--- src/rtl/fetch_unit_pkg.sv ---
// Shared pipeline definitions for the instruction-fetch front end.
//   FU_ADDR_W / FU_DATA_W : default PC/address and instruction widths
//   FU_RESET_PC           : first fetch address after reset
//   FU_PC_STEP            : PC increment per sequential instruction
//   FU_BUBBLE             : all-zero NOP/bubble encoding used on flush/stall
//   fetch_state_t         : fetch controller states
package fetch_unit_pkg;

  localparam int unsigned FU_ADDR_W   = 32;
  localparam int unsigned FU_DATA_W   = 32;
  localparam logic [31:0] FU_RESET_PC = 32'h0000_0000;
  localparam int unsigned FU_PC_STEP  = 4;
  localparam logic [31:0] FU_BUBBLE   = '0;

  typedef enum logic [1:0] {
    ST_IDLE  = 2'd0,
    ST_FETCH = 2'd1,
    ST_HOLD  = 2'd2,
    ST_DROP  = 2'd3
  } fetch_state_t;

endpackage

--- src/rtl/fetch_unit.sv ---
// Instruction-fetch front end: owns the PC, issues requests to instruction
// memory over a variable-latency req/ready handshake and feeds the IF
// pipeline register.
// Ports:
//   clk, rst              : clock, asynchronous active-low reset
//   freeze                : downstream stall, output instruction is held
//   branch_taken/_addr    : redirect request and target from EXE
//   imem_req/_addr        : memory request and address
//   imem_ready/_rdata     : memory accept + returned instruction
//   PC_out/Instruction_out: fetched address + PC_STEP and instruction (0 = bubble)
//   fetch_valid/_stall    : real instruction present / bubble presented
module fetch_unit
  import fetch_unit_pkg::*;
#(
  parameter int unsigned       ADDR_W   = FU_ADDR_W,
  parameter int unsigned       DATA_W   = FU_DATA_W,
  parameter logic [ADDR_W-1:0] RESET_PC = ADDR_W'(FU_RESET_PC),
  parameter int unsigned       PC_STEP  = FU_PC_STEP
) (
  input  logic              clk,
  input  logic              rst,
  input  logic              freeze,
  input  logic              branch_taken,
  input  logic [ADDR_W-1:0] branch_addr,
  output logic              imem_req,
  output logic [ADDR_W-1:0] imem_addr,
  input  logic              imem_ready,
  input  logic [DATA_W-1:0] imem_rdata,
  output logic [ADDR_W-1:0] PC_out,
  output logic [DATA_W-1:0] Instruction_out,
  output logic              fetch_valid,
  output logic              fetch_stall
);

  fetch_state_t      r_state, w_state_nxt;
  logic [ADDR_W-1:0] r_pc, w_pc_nxt;
  logic [ADDR_W-1:0] r_tgt, w_tgt_nxt;
  logic [DATA_W-1:0] r_hold_inst, w_hold_inst_nxt;
  logic [ADDR_W-1:0] r_hold_pc, w_hold_pc_nxt;
  logic [ADDR_W-1:0] w_pc_inc;

  // Modulo 2^ADDR_W: the top address wraps to 0.
  assign w_pc_inc = r_pc + ADDR_W'(PC_STEP);

  always_ff @(posedge clk or negedge rst) begin
    if (!rst) begin
      r_state     <= ST_IDLE;
      r_pc        <= RESET_PC;
      r_tgt       <= '0;
      r_hold_inst <= '0;
      r_hold_pc   <= '0;
    end else begin
      r_state     <= w_state_nxt;
      r_pc        <= w_pc_nxt;
      r_tgt       <= w_tgt_nxt;
      r_hold_inst <= w_hold_inst_nxt;
      r_hold_pc   <= w_hold_pc_nxt;
    end
  end

  always_comb begin
    w_state_nxt     = r_state;
    w_pc_nxt        = r_pc;
    w_tgt_nxt       = r_tgt;
    w_hold_inst_nxt = r_hold_inst;
    w_hold_pc_nxt   = r_hold_pc;
    imem_req        = 1'b0;
    imem_addr       = '0;
    fetch_valid     = 1'b0;
    PC_out          = ADDR_W'(FU_BUBBLE);
    Instruction_out = DATA_W'(FU_BUBBLE);

    unique case (r_state)
      ST_IDLE: begin
        w_state_nxt = ST_FETCH;
        if (branch_taken) w_pc_nxt = branch_addr;
      end

      ST_FETCH: begin
        imem_req  = 1'b1;
        imem_addr = r_pc;
        if (branch_taken) begin
          if (imem_ready) begin
            w_pc_nxt = branch_addr;
          end else begin
            // Request cannot be withdrawn: park the target until it completes.
            w_tgt_nxt   = branch_addr;
            w_state_nxt = ST_DROP;
          end
        end else if (imem_ready) begin
          // Zero-wait path: returned data bypasses straight to the output.
          fetch_valid     = 1'b1;
          PC_out          = w_pc_inc;
          Instruction_out = imem_rdata;
          w_pc_nxt        = w_pc_inc;
          if (freeze) begin
            w_hold_inst_nxt = imem_rdata;
            w_hold_pc_nxt   = w_pc_inc;
            w_state_nxt     = ST_HOLD;
          end
        end
      end

      ST_HOLD: begin
        if (branch_taken) begin
          w_pc_nxt    = branch_addr;
          w_state_nxt = ST_FETCH;
        end else begin
          fetch_valid     = 1'b1;
          PC_out          = r_hold_pc;
          Instruction_out = r_hold_inst;
          if (!freeze) w_state_nxt = ST_FETCH;
        end
      end

      ST_DROP: begin
        imem_req  = 1'b1;
        imem_addr = r_pc;
        if (branch_taken) w_tgt_nxt = branch_addr;
        if (imem_ready) begin
          // A redirect arriving on the completing cycle beats the parked one.
          w_pc_nxt    = branch_taken ? branch_addr : r_tgt;
          w_state_nxt = ST_FETCH;
        end
      end

      default: w_state_nxt = ST_IDLE;
    endcase
  end

  assign fetch_stall = ~fetch_valid;

endmodule
--- config.mk ---
export PLATFORM = sky130hd
export DESIGN_NAME = fetch_unit
export DESIGN_NICKNAME = d
export VERILOG_FILES = /design/src/rtl/fetch_unit_pkg.sv /design/src/rtl/fetch_unit.sv
export SDC_FILE = /design/constraint.sdc
export NUM_CORES = 1
export LEC_CHECK = 0
export CORE_UTILIZATION = 56
export CTS_CLUSTER_DIAMETER = 120
export DETAILED_ROUTE_END_ITERATION = 8
export GPL_TIMING_DRIVEN = 0
export PLACE_DENSITY = 0.95
export SKIP_LAST_GASP = 1
export SLEW_MARGIN = 5
export SYNTH_ARGS = -nofsm -noshare
export SYNTH_HDL_FRONTEND = slang
export SYNTH_SLANG_ARGS = --single-unit
--- constraint.sdc ---
create_clock -name clk -period 3.95 [get_ports clk]
set_clock_uncertainty 0.2 [all_clocks]
set_input_delay 1.185 -clock clk [delete_from_list [all_inputs] [get_ports clk]]
set_output_delay 1.185 -clock clk [all_outputs]
set_load 0.03 [all_outputs]
# After elaboration in Yosys (flattened, before gate mapping)
# Cells that the tools add are included.
# totals
output_inout_bits,99
inputBits,69
register_bits,130
# op_classes
n_addsub,1
bitwise,2
n_eq_ne,12
reduce_logical,8
n_mux,32
# op_table
operator,n
$mux W32,15
$pmux W32 S2,3
$pmux W32 S3,1
$add A32 B3 Y32 const B,1
$mux W2,7
$ne A3 B3 Y1 const B,4
$ne A2 B2 Y1 const B,4
$pmux W2 S4,1
$reduce_and A3 Y1,2
$reduce_and A5 Y1,1
$eq A2 B2 Y1 const B,2
$mux W1,4
$reduce_and A4 Y1,1
$reduce_or A2 Y1,2
$eq A2 B1 Y1 const B,1
$logic_not A2 Y1,1
$ne A2 B1 Y1 const B,1
$not A1 Y1,2
$pmux W1 S2,1
$reduce_bool A2 Y1,1

# Logic depth before layout (Yosys ltp)
# Gate-level depths: netlist of the first run.
# logic_depth
word_depth,4
mapped_depth,9
mapped_depth_nobuf,8

# Worst setup path before layout of the first run
# No wires, ideal clock.
# synth_timing
path_type,input to output
start,input branch_taken
end,output fetch_valid
path_slack_ns,-0.145
cell_stages,5
arrival_time_ns,2.710
cell_sequence,nor2b_1 > clkbuf_1 > clkbuf_1 > o21ai_0 > inv_1
# synth_via
elab_chain_len,2
# synth_rtl
item,line,source
start: declaration,fetch_unit.sv:23,"input logic branch_taken,"
"$mux W1, on equally long branches","fetch_unit.sv:105, fetch_unit.sv:82",
$pmux W1 S2 (*),fetch_unit.sv:73,unique case (r_state)
end: declaration,fetch_unit.sv:31,"output logic fetch_valid,"
# Mark *: on every way between the ends. The rest lies on a longest branch, timed or not.

# Worst setup path after layout of the first run
# layout_timing
start,register r_state[1]
end,output imem_addr[3]
# layout_via
elab_chain_len,3
# layout_rtl
item,line,source
start: declaration,fetch_unit.sv:35,"fetch_state_t r_state, w_state_nxt;"
start signal: assignment,fetch_unit.sv:53,r_state <= w_state_nxt;
$eq A2 B2 Y1 / $eq A2 B1 Y1 (equally long branches),fetch_unit.sv:73,
$reduce_or A2 Y1 (no line) (*),-,
$mux W32 (*),fetch_unit.sv:73,
end: declaration,fetch_unit.sv:26,"output logic [ADDR_W-1:0] imem_addr,"
# Marks and branches as above.

==> results of run 1 <==
-- final timing paths --
check,slack (ns),from,cells after the start,end
hold / removal,0.28,r_hold_pc[20],2,r_hold_pc[20]
max in group asynchronous,2.30,rst,2,r_pc[2]
hold reg to reg,0.28,r_hold_pc[20],2,r_hold_pc[20]
setup reg to reg,0.75,r_state[0],8,r_pc[9]
setup / recovery,-0.05,r_state[1],7,imem_addr[3]
min in group asynchronous,0.47,rst,1,r_tgt[22]
-- metal layers --
metal / wire [um] / vias to the layer above / global-route usage, %
met5: 0 / - / 0
met4: 1350 / 0 / 18.2
met3: 2530 / 154 / 8.29
met2: 12100 / 620 / 58.6
met1: 9570 / 3695 / 45.5
li1: - / 3358 / -
-- cell type report --
class                   count  area share [%]
flip-flops and latches    130            31.6
inverters                  19           0.726
well taps                 176            2.13
multi-input cells         612            41.2
diodes                      1          0.0242
clock inverters             5           0.508
clock buffers              26            4.73
repair buffers            181            16.0
plain buffers              58            3.12
-- placed cells by master (no fill, tap or decap), types with 7 or more instances in the layout --
| master | netlist | routed |
|---|---|---|
| nand2_1 | 92 | 90 |
| and2_1 | 29 | 29 |
| clkdlybuf4s15_2 | 0 | 25 |
| nand4_1 | 8 | 8 |
| a21oi_1 | 39 | 39 |
| buf_4 | 0 | 35 |
| mux2_2 | 79 | 79 |
| dfrtp_1 | 130 | 121 |
| nor2b_1 | 48 | 48 |
| clkbuf_1 | 52 | 39 |
| buf_1 | 8 | 7 |
| clkbuf_16 | 0 | 17 |
| xnor2_1 | 14 | 13 |
| inv_1 | 19 | 18 |
| o21ai_1 | 3 | 14 |
| nor2_1 | 27 | 24 |
| clkdlybuf4s50_1 | 0 | 82 |
| xor2_1 | 14 | 13 |
| nand3_1 | 15 | 13 |
| a221oi_1 | 12 | 12 |
| dlygate4sd2_1 | 0 | 17 |
| clkbuf_8 | 0 | 10 |
| dfrtp_2 | 0 | 9 |
| o21ai_0 | 83 | 71 |
| buf_2 | 3 | 23 |
| mux2i_1 | 8 | 8 |
| a22oi_1 | 46 | 45 |
| a2bb2oi_1 | 7 | 7 |
| nor3_1 | 10 | 8 |
-- timing repair --
action	in CTS	in global routing
setup buffers	7	6
setup endpoints to repair	96	67
pin swaps	4	5
gates resized for setup	399	31
-- through the flow --
step | utilization, % | setup TNS [ns] | setup WS, ns
after floorplan | - | 0 | 0.00765
after global placement | 72.1 | -565.23 | -3.66
after detailed placement | 72.3 | -90.87 | -1.39
after CTS | 77.2 | -0.0106 | -0.00765
after global routing | 77.7 | -0.160 | -0.0455
final | 77.7 | -0.351 | -0.0521
-- cell families (layout without fill, tap and decap cells) --
family / after synthesis / count (layout) / synth area share (%)
xor+xnor: 28 / 28 / 3.19
flops: 130 / 130 / 42.3
other cells: 0 / 1 / 0
fa+ha+maj: 5 / 5 / 0.813
buf+inv: 82 / 289 / 4.05
simple gates: 253 / 253 / 17.0
mux: 87 / 87 / 12.6
compound gates: 239 / 239 / 20.1
-- critical path: cells and delay by family, from the launching register on --
kind | cells | cell delay (ns)
buf+inv | 4 | 1.11
fa+ha+maj | 1 | 0.27
flops | 1 | 0.47
simple gates | 2 | 0.33
-- registers in the layout, summed over array words and instances (netlist names) --
name,cells
r_hold_pc,32
r_state,2
r_pc,32
r_tgt,32
r_hold_inst,32
-- power by group --
group	internal (mW)	switching [mW]	total, mW
sequential	2.01	0.599	2.61
combinational	1.79	2.61	4.41
clock	0.907	0.577	1.48
==> flow_summary.ini, run 1 <==
[floorplan]
core_um2 = 13300
initial_core_util_pct = 57.9
fp.dieArea_um2 = 14200
core.rowCount = 42
die_h_um = 119
fp.dieW_um = 119
floorplan.io_pins = 168

[detailed_routing]
wl_um = 25500
avgViaCountPerCell = 6.48
ant_nets = 0
vias = 7827
drt_pre_antenna_iters = 6
drc = 0
wl_per_cell_um = 21.1
initialDrtViolationCount = 1155

[logic_synthesis]
yosysMostFrequentCell = dfrtp_1
postSynthAreaPerCell_um2 = 9.34
yosysTopAreaCellShare_pct = 42.3
postSynth.asyncResetShare_pct = 100
syn_nets = 898
synthCells = 824
synthDistinctLibCells = 54
synth_edf_count = 0
yosys_most_used_dff = dfrtp_1
synth_common_cells = 130 x dfrtp_1, 92 x nand2_1, 83 x o21ai_0
synth-warning-count = 0
seq_area_frac_synth_pct = 42.3
yosysTopAreaCell = dfrtp_1
yosys-top-cells-area = dfrtp_1 42%, mux2_2 12%, o21ai_0 5.4%
syn_area_um2 = 7690
ys_seq_elements = 130

[worst_setup_path]
cp_max_fo = 7
critPathCaptureType = output pin
cp.required_ns = 2.56
slowest_delay_ns = 0.62
critical_path_class = flip-flop to output pin
startpoint_type = flip-flop
crit_chain = inv_1 -> ha_2 -> nor2_4 -> clkinvlp_4 -> buf_4 -> and2_1 -> clkdlybuf4s50_1
slowest_stage = clkdlybuf4s50_1
crit_arrival_ns = 2.62

[worst_hold_path]
hold_path_class = flip-flop to flip-flop

[timing]
fin_ws_ns = -0.0521
slew_violations = 0
rsz0062_at_grt = yes
fin_crit_ns = 4.00
hold_viol_final = 0
period_share_pct = 101
tightest_slew_ns = 0.761
hold-worst-slack_ns = 0.277
achievable-frequency_mhz = 250
setup_viol = 10
max-slew-margin-rel_pct = 49.1

[job]
drv_cap = 0

[run_status]
violations = negative setup slack
status = complete, but fails checks

[layout]
seq_area_um2 = 3260
fin_area_um2 = 10300
drive_above_1_share_pct = 23.7
final_cells = 1208
multi_input_area_um2 = 4260
syn_to_final_growth_pct = 34.4
fin_nets = 1093
fillers = 844

[clock_network]
clk_latency_ns = 0.44
clk_pin_slew_ns = 0.06
cts_hold_buf = 0
cts_tree = built
cts_buffers = 17
htreeDepth = 4
clock-sinks = 130
cts-root-buf = clkbuf_16
cts_buffer_depth = 2

[global_routing]
antenna_found_initial = 1
grt.overflow.total = 0
grt_pass1_wl_um = 39800
track_usage_pct = 36.2
grt_start_max_net_pins = 88
grt_pass1_vias = 7506

[power]
vdd_drop_max_mv = 0.430
leakage_nw = 4.30
total_power_mw = 8.50
powerDensity_nw_per_um2 = 823

[place]
post_dp_cell_area_um2 = 9610
io_buffers = 167
dp_cells = 1168
hpwl_um = 17600
place_congestion = 0.947
No activity file was read; power rests on OpenSTA's default activity.
==> run 2: changes to the inputs <==
CORE_MARGIN = 2   (was not set)
CTS_CLUSTER_DIAMETER = not set   (was 120)
==> run 2 against run 1 <==
  * The run ends with design-rule violations, negative setup slack left
  * First-iteration DRC count up 24%
  * Final cell count up 0.99%
  * Combinational power grew 5.7%
  * Critical endpoint is now PC_out[15]
  * Highest routed layer unchanged
==> flow_summary.ini, run 2 (synthesis gave the netlist of run 1 again) <==
[layout]
final_util_pct = 79.1
fin_nets = 1106
layout_common_cells = 121 x dfrtp_1, 90 x nand2_1, 79 x mux2_2
drive_above_1_share_pct = 25.4
syn_to_final_growth_pct = 37.3
final_common_cell = dfrtp_1
final_cells = 1220
antennaDiodeCount = 0

[clock_network]
clock-sinks = 130
clk_latency_ns = 0.44
cts_hold_buf = 0
cts_buffer_depth = 2
htreeDepth = 4
clk_pin_slew_ns = 0.06
cts-root-buf = clkbuf_16
cts_buffers = 17
cts_tree = built

[worst_setup_path]
critPathCaptureType = output pin
crit_top_cell = buf_2
slowest_delay_ns = 0.43
cp.required_ns = 2.56
startpoint_type = flip-flop
crit_chain = buf_2 -> nand3_2 -> nand2b_1 -> or3_1 -> xnor2_1 -> o21ai_0 -> buf_2
crit_arrival_ns = 2.64
slowest_stage = or3_1
timing.rr.start = r_state[1]
cp_max_fo = 9
critPathLaunch = r_pc[4]
critical_path_class = flip-flop to output pin
reg2reg_depth = 9

[place]
place_congestion = 1.00
dp_cells = 1168
io_buffers = 167
hpwl_um = 17400

[floorplan]
die_h_um = 121
fp.dieW_um = 121
fp.dieArea_um2 = 14700
core.rowCount = 42
core_um2 = 13300
floorplan.io_pins = 168
initial_core_util_pct = 57.6

[global_routing]
grt_pass1_wl_um = 41300
antenna_found_initial = 0
track_usage_pct = 36.5
grt_pass1_vias = 7708
grt_start_max_net_pins = 87
grt.overflow.total = 0

[worst_hold_path]
hold_path_class = flip-flop to flip-flop
whs_path_depth = 2
hold_start = r_hold_pc[21]

[power]
leakage_nw = 4.67
vdd_drop_max_mv = 0.529
p_int_mw = 4.92
power_frac_clock_pct = 18.3
swShare_pct = 45.1
p_comb_share_pct = 52.0
seq_power_share_pct = 29.6
p_sw_mw = 4.04
total_power_mw = 8.96
powerDensity_nw_per_um2 = 848

[timing]
rsz0062_at_grt = yes
max-slew-margin-rel_pct = 47.8
period_share_pct = 102
fin_crit_ns = 4.02
slew_violations = 0
setup_viol = 6
tns_ns = -0.300
achievable-frequency_mhz = 249
hold-worst-slack_ns = 0.281
fin_ws_ns = -0.0704
tightest_slew_ns = 0.780
hold_viol_final = 0

[detailed_routing]
ant_nets = 0
vias = 8282
wl_um = 28600
initialDrtViolationCount = 1432
drt_pre_antenna_iters = 9
drc = 22
wl_per_cell_um = 23.4
avgViaCountPerCell = 6.79

[run_status]
violations = design-rule violations, negative setup slack
status = complete, but fails checks

[job]
drv_cap = 0
==> run 2: cell types whose count changed in the layout (fill, tap and decap cells not counted), sizes merged, moves of 2 or more <==
cell / change
clkinv: +3
clkbuf: -5
clkdlybuf4s50: -8
buf: +18
clkdlybuf4s15: -5
bufinv: +2
dlymetal6s2s: +22
dlygate4sd2: -15
==> run 2: repair_timing <==
action | CTS | global route
cloned | 1 | 2
endpoints found under the setup margin | 98 | 86
resized for setup | 392 | 63
pin swaps | 2 | 6
setup buffers | 5 | 17
==> run 2: metal layers <==
layer / vias up / part of all wire, % / wire length [um] / global-route usage, %
li1: 3383 / - / - / -
met3: 227 / 13 / 3610 / 9.16
met4: 0 / 6.6 / 1880 / 18.8
met2: 814 / 46 / 13000 / 57.3
met1: 3858 / 35 / 10100 / 46.9
met5: - / 0 / 0 / 0
==> run 2: critical path, delay by kind of cell, from the launching register on <==
family                    cells  cell delay, ns
AOI/OAI and AO/OA             1            0.14
xor gates and xnor gates      1            0.39
and+or+nand+nor               3            0.93
DFF                           1            0.33
buffers and inverters         2            0.40
==> run 2: path summary, 6_finish.rpt <==
path | end | slack (ns)
setup / recovery | PC_out[15] | -0.07
hold / removal | r_hold_pc[21] | 0.28
setup reg to reg | r_pc[12] | 0.56
hold reg to reg | r_hold_pc[21] | 0.28
max in group asynchronous | r_pc[10] | 2.29
min in group asynchronous | r_tgt[31] | 0.47
==> run 2: through the flow <==
| stage | worst slack [ns] | cell area (um2) |
|---|---|---|
| 3_5_place_dp | -1.41 | 9610 |
| 2_1_floorplan | 0.00765 | 7690 |
| 5_1_grt | -0.102 | 10600 |
| 6_report | -0.0704 | 10600 |
| 3_3_place_gp | -3.61 | 9580 |
| 4_1_cts | 0.00711 | 10300 |
==> run 2: area by class of cell <==
cell class              instances  area, um2
fillers                       769       2790
clock buffers                  20        467
inverters                      19       75.1
clock inverters                11        135
plain buffers                  59        333
flip-flops and latches        130       3260
repair buffers                193       1800
multi-input cells             612       4270
well taps                     176        220
==> run 2: power by group through the flow <==
stage | Clock [mW] | Sequential (mW) | Combinational, mW
floorplan | 0 | 2.36 | 2.86
global placement | 0 | 2.46 | 4.12
detailed placement | 0 | 2.52 | 4.24
CTS | 1.62 | 2.54 | 4.32
global route | 1.69 | 2.70 | 4.86
finish | 1.64 | 2.65 | 4.66
==> run 3: changes to the inputs <==
HOLD_SLACK_MARGIN = 0.08   (was not set)
MAX_ROUTING_LAYER = met4   (was not set)
==> run 3 against run 2 <==
  * The flow finishes with violations (negative setup slack)
  * Register-to-register slack gained 0.24 ns
  * Total power down 5.4%
  * Sequential power fell by 2%
  * Highest routed layer unchanged
==> flow_summary.ini, run 3 (synthesis gave the netlist of run 1 again) <==
[worst_setup_path]
crit_buf_inv = 1
crit_arrival_ns = 2.58
crit_chain = nand3_1 -> or4_4 -> nor4_4 -> xnor2_2 -> o21ai_1 -> buf_4
reg2reg_depth = 8
endpoint = PC_out[30]
critical_path_class = flip-flop to output pin
startpoint_type = flip-flop
r2r_setup_slack_ns = 0.80
slowest_delay_ns = 0.60
timing.rr.start = r_state[0]
worstSetupPathDepth = 6
cp.required_ns = 2.56
critPathLaunch = r_pc[7]
cp_top_family = simple AND/OR/NAND/NOR gates
r2r_end = r_pc[1]
cp_max_fo = 6
slowest_stage = or4_4
critPathCaptureType = output pin

[layout]
antennaDiodeCount = 0
final_cells = 1210
drive_above_1_share_pct = 24.6
layout_common_cells = 120 x dfrtp_1, 90 x nand2_1, 79 x mux2_2
final_common_cell = dfrtp_1
fin_nets = 1096
fillers = 867
fin_area_um2 = 10400
syn_to_final_growth_pct = 34.7

[detailed_routing]
wl_um = 25700
drt_pre_antenna_iters = 8
initialDrtViolationCount = 1180
ant_nets = 0
vias = 7693
avgViaCountPerCell = 6.36
drc = 0
wl_per_cell_um = 21.2

[clock_network]
clock-sinks = 130
htreeDepth = 4
clk_latency_ns = 0.44
cts_buffer_depth = 2
cts_tree = built
cts-root-buf = clkbuf_16
clk_pin_slew_ns = 0.06
cts_buffers = 17

[timing]
fin_crit_ns = 3.96
tightest_slew_ns = 0.748
fin_ws_ns = -0.0101
setup_viol = 1
hold_viol_final = 0
rsz0062_at_grt = yes
slew_violations = 0
period_share_pct = 100
max-slew-margin-rel_pct = 50.0
achievable-frequency_mhz = 253

[global_routing]
grt_pass1_vias = 7396
track_usage_pct = 35.5
grt_start_max_net_pins = 83
met3_usage_pct = 7.00
antenna_found_initial = 0
top_usage_layer = met2
gr-usage-met2_pct = 55.0
grt_pass1_wl_um = 39200
grt.overflow.total = 0
met1_usage_pct = 45.5

[floorplan]
fp.dieW_um = 121
floorplan.io_pins = 168
core_um2 = 13300
initial_core_util_pct = 57.6
core.rowCount = 42
fp.dieArea_um2 = 14700
die_h_um = 121

[power]
leakage_nw = 4.53
vdd_drop_max_mv = 0.455
powerDensity_nw_per_um2 = 818
total_power_mw = 8.48

[place]
post_dp_cell_area_um2 = 9610
hpwl_um = 17300
dp_cells = 1168
io_buffers = 167
place_congestion = 0.972

[job]
drv_cap = 0

[run_status]
violations = negative setup slack
status = complete, but fails checks

[worst_hold_path]
hold_start = r_hold_pc[14]
hold_path_class = flip-flop to flip-flop
==> run 3: worst min-delay path by stage <==
stage / slack (ns) / cells past startpoint / end
2_1_floorplan: 0.25 / 2 / r_hold_pc[10]
3_3_place_gp: 0.26 / 2 / r_hold_pc[21]
3_5_place_dp: 0.27 / 2 / r_hold_pc[12]
4_1_cts: 0.28 / 2 / r_hold_pc[15]
5_1_grt: 0.31 / 1 / r_hold_inst[0]
6_report: 0.28 / 2 / r_hold_pc[14]
==> run 3: routing by layer <==
metal  routed length (um)  vias to the layer above  part of all wire (%)
met5                    0                        -                     0
met4                 1120                        0                   4.4
met3                 2540                      116                   9.9
met2                12100                      538                    47
met1                 9870                     3670                    38
li1                     -                     3369                     -
==> run 3: worst register-to-register path, stage by stage, from the launching register on <==
cell and delay, ns:
dfrtp_1 0.45, ha_1 0.29, clkbuf_1 0.27, o21ba_2 0.29, nor2_1 0.57, clkbuf_1 0.49, o31ai_1 0.24, nand2_1 0.12
o21ai_0 0.08
==> run 3: what timing repair did <==
item | CTS | global route
pin swaps | 3 | 6
gates cloned | 1 | 0
hold endpoints to repair | 0 | 0
hold buffers | 0 | 0
buffers inserted | 7 | 8
resized for setup | 399 | 80
endpoints found under the setup margin | 99 | 77
==> run 3: where the power goes <==
part           switching [mW]  internal [mW]  leakage [nW]  total [mW]
clock                   0.563          0.856         0.266        1.42
combinational            2.63           1.83          2.71        4.46
sequential              0.587           2.01          1.55        2.60
==> run 3: cell type report <==
class                           instances  area, um2  area share (%)
Multi-Input combinational cell        612       4270            41.2
Sequential cell                       130       3270            31.5
Timing Repair Buffer                  184       1670            16.1
Clock buffer                           25        495            4.78
Buffer                                 58        330            3.19
Tap cell                              176        220            2.13
Inverter                               19       75.1           0.725
Clock inverter                          6       30.0           0.290
==> run 3: metrics by stage <==
stage	utilization, %	hold WS (ns)	setup slack [ns]	setup TNS [ns]
3_3_place_gp	71.8	0.260	-3.62	-559.01
3_5_place_dp	72.0	0.270	-1.48	-95.41
5_1_grt	77.6	0.309	-0.0508	-0.148
2_1_floorplan	-	0.250	0.00765	0
6_report	77.6	0.280	-0.0101	-0.0101
4_1_cts	76.9	0.282	-0.0131	-0.0266
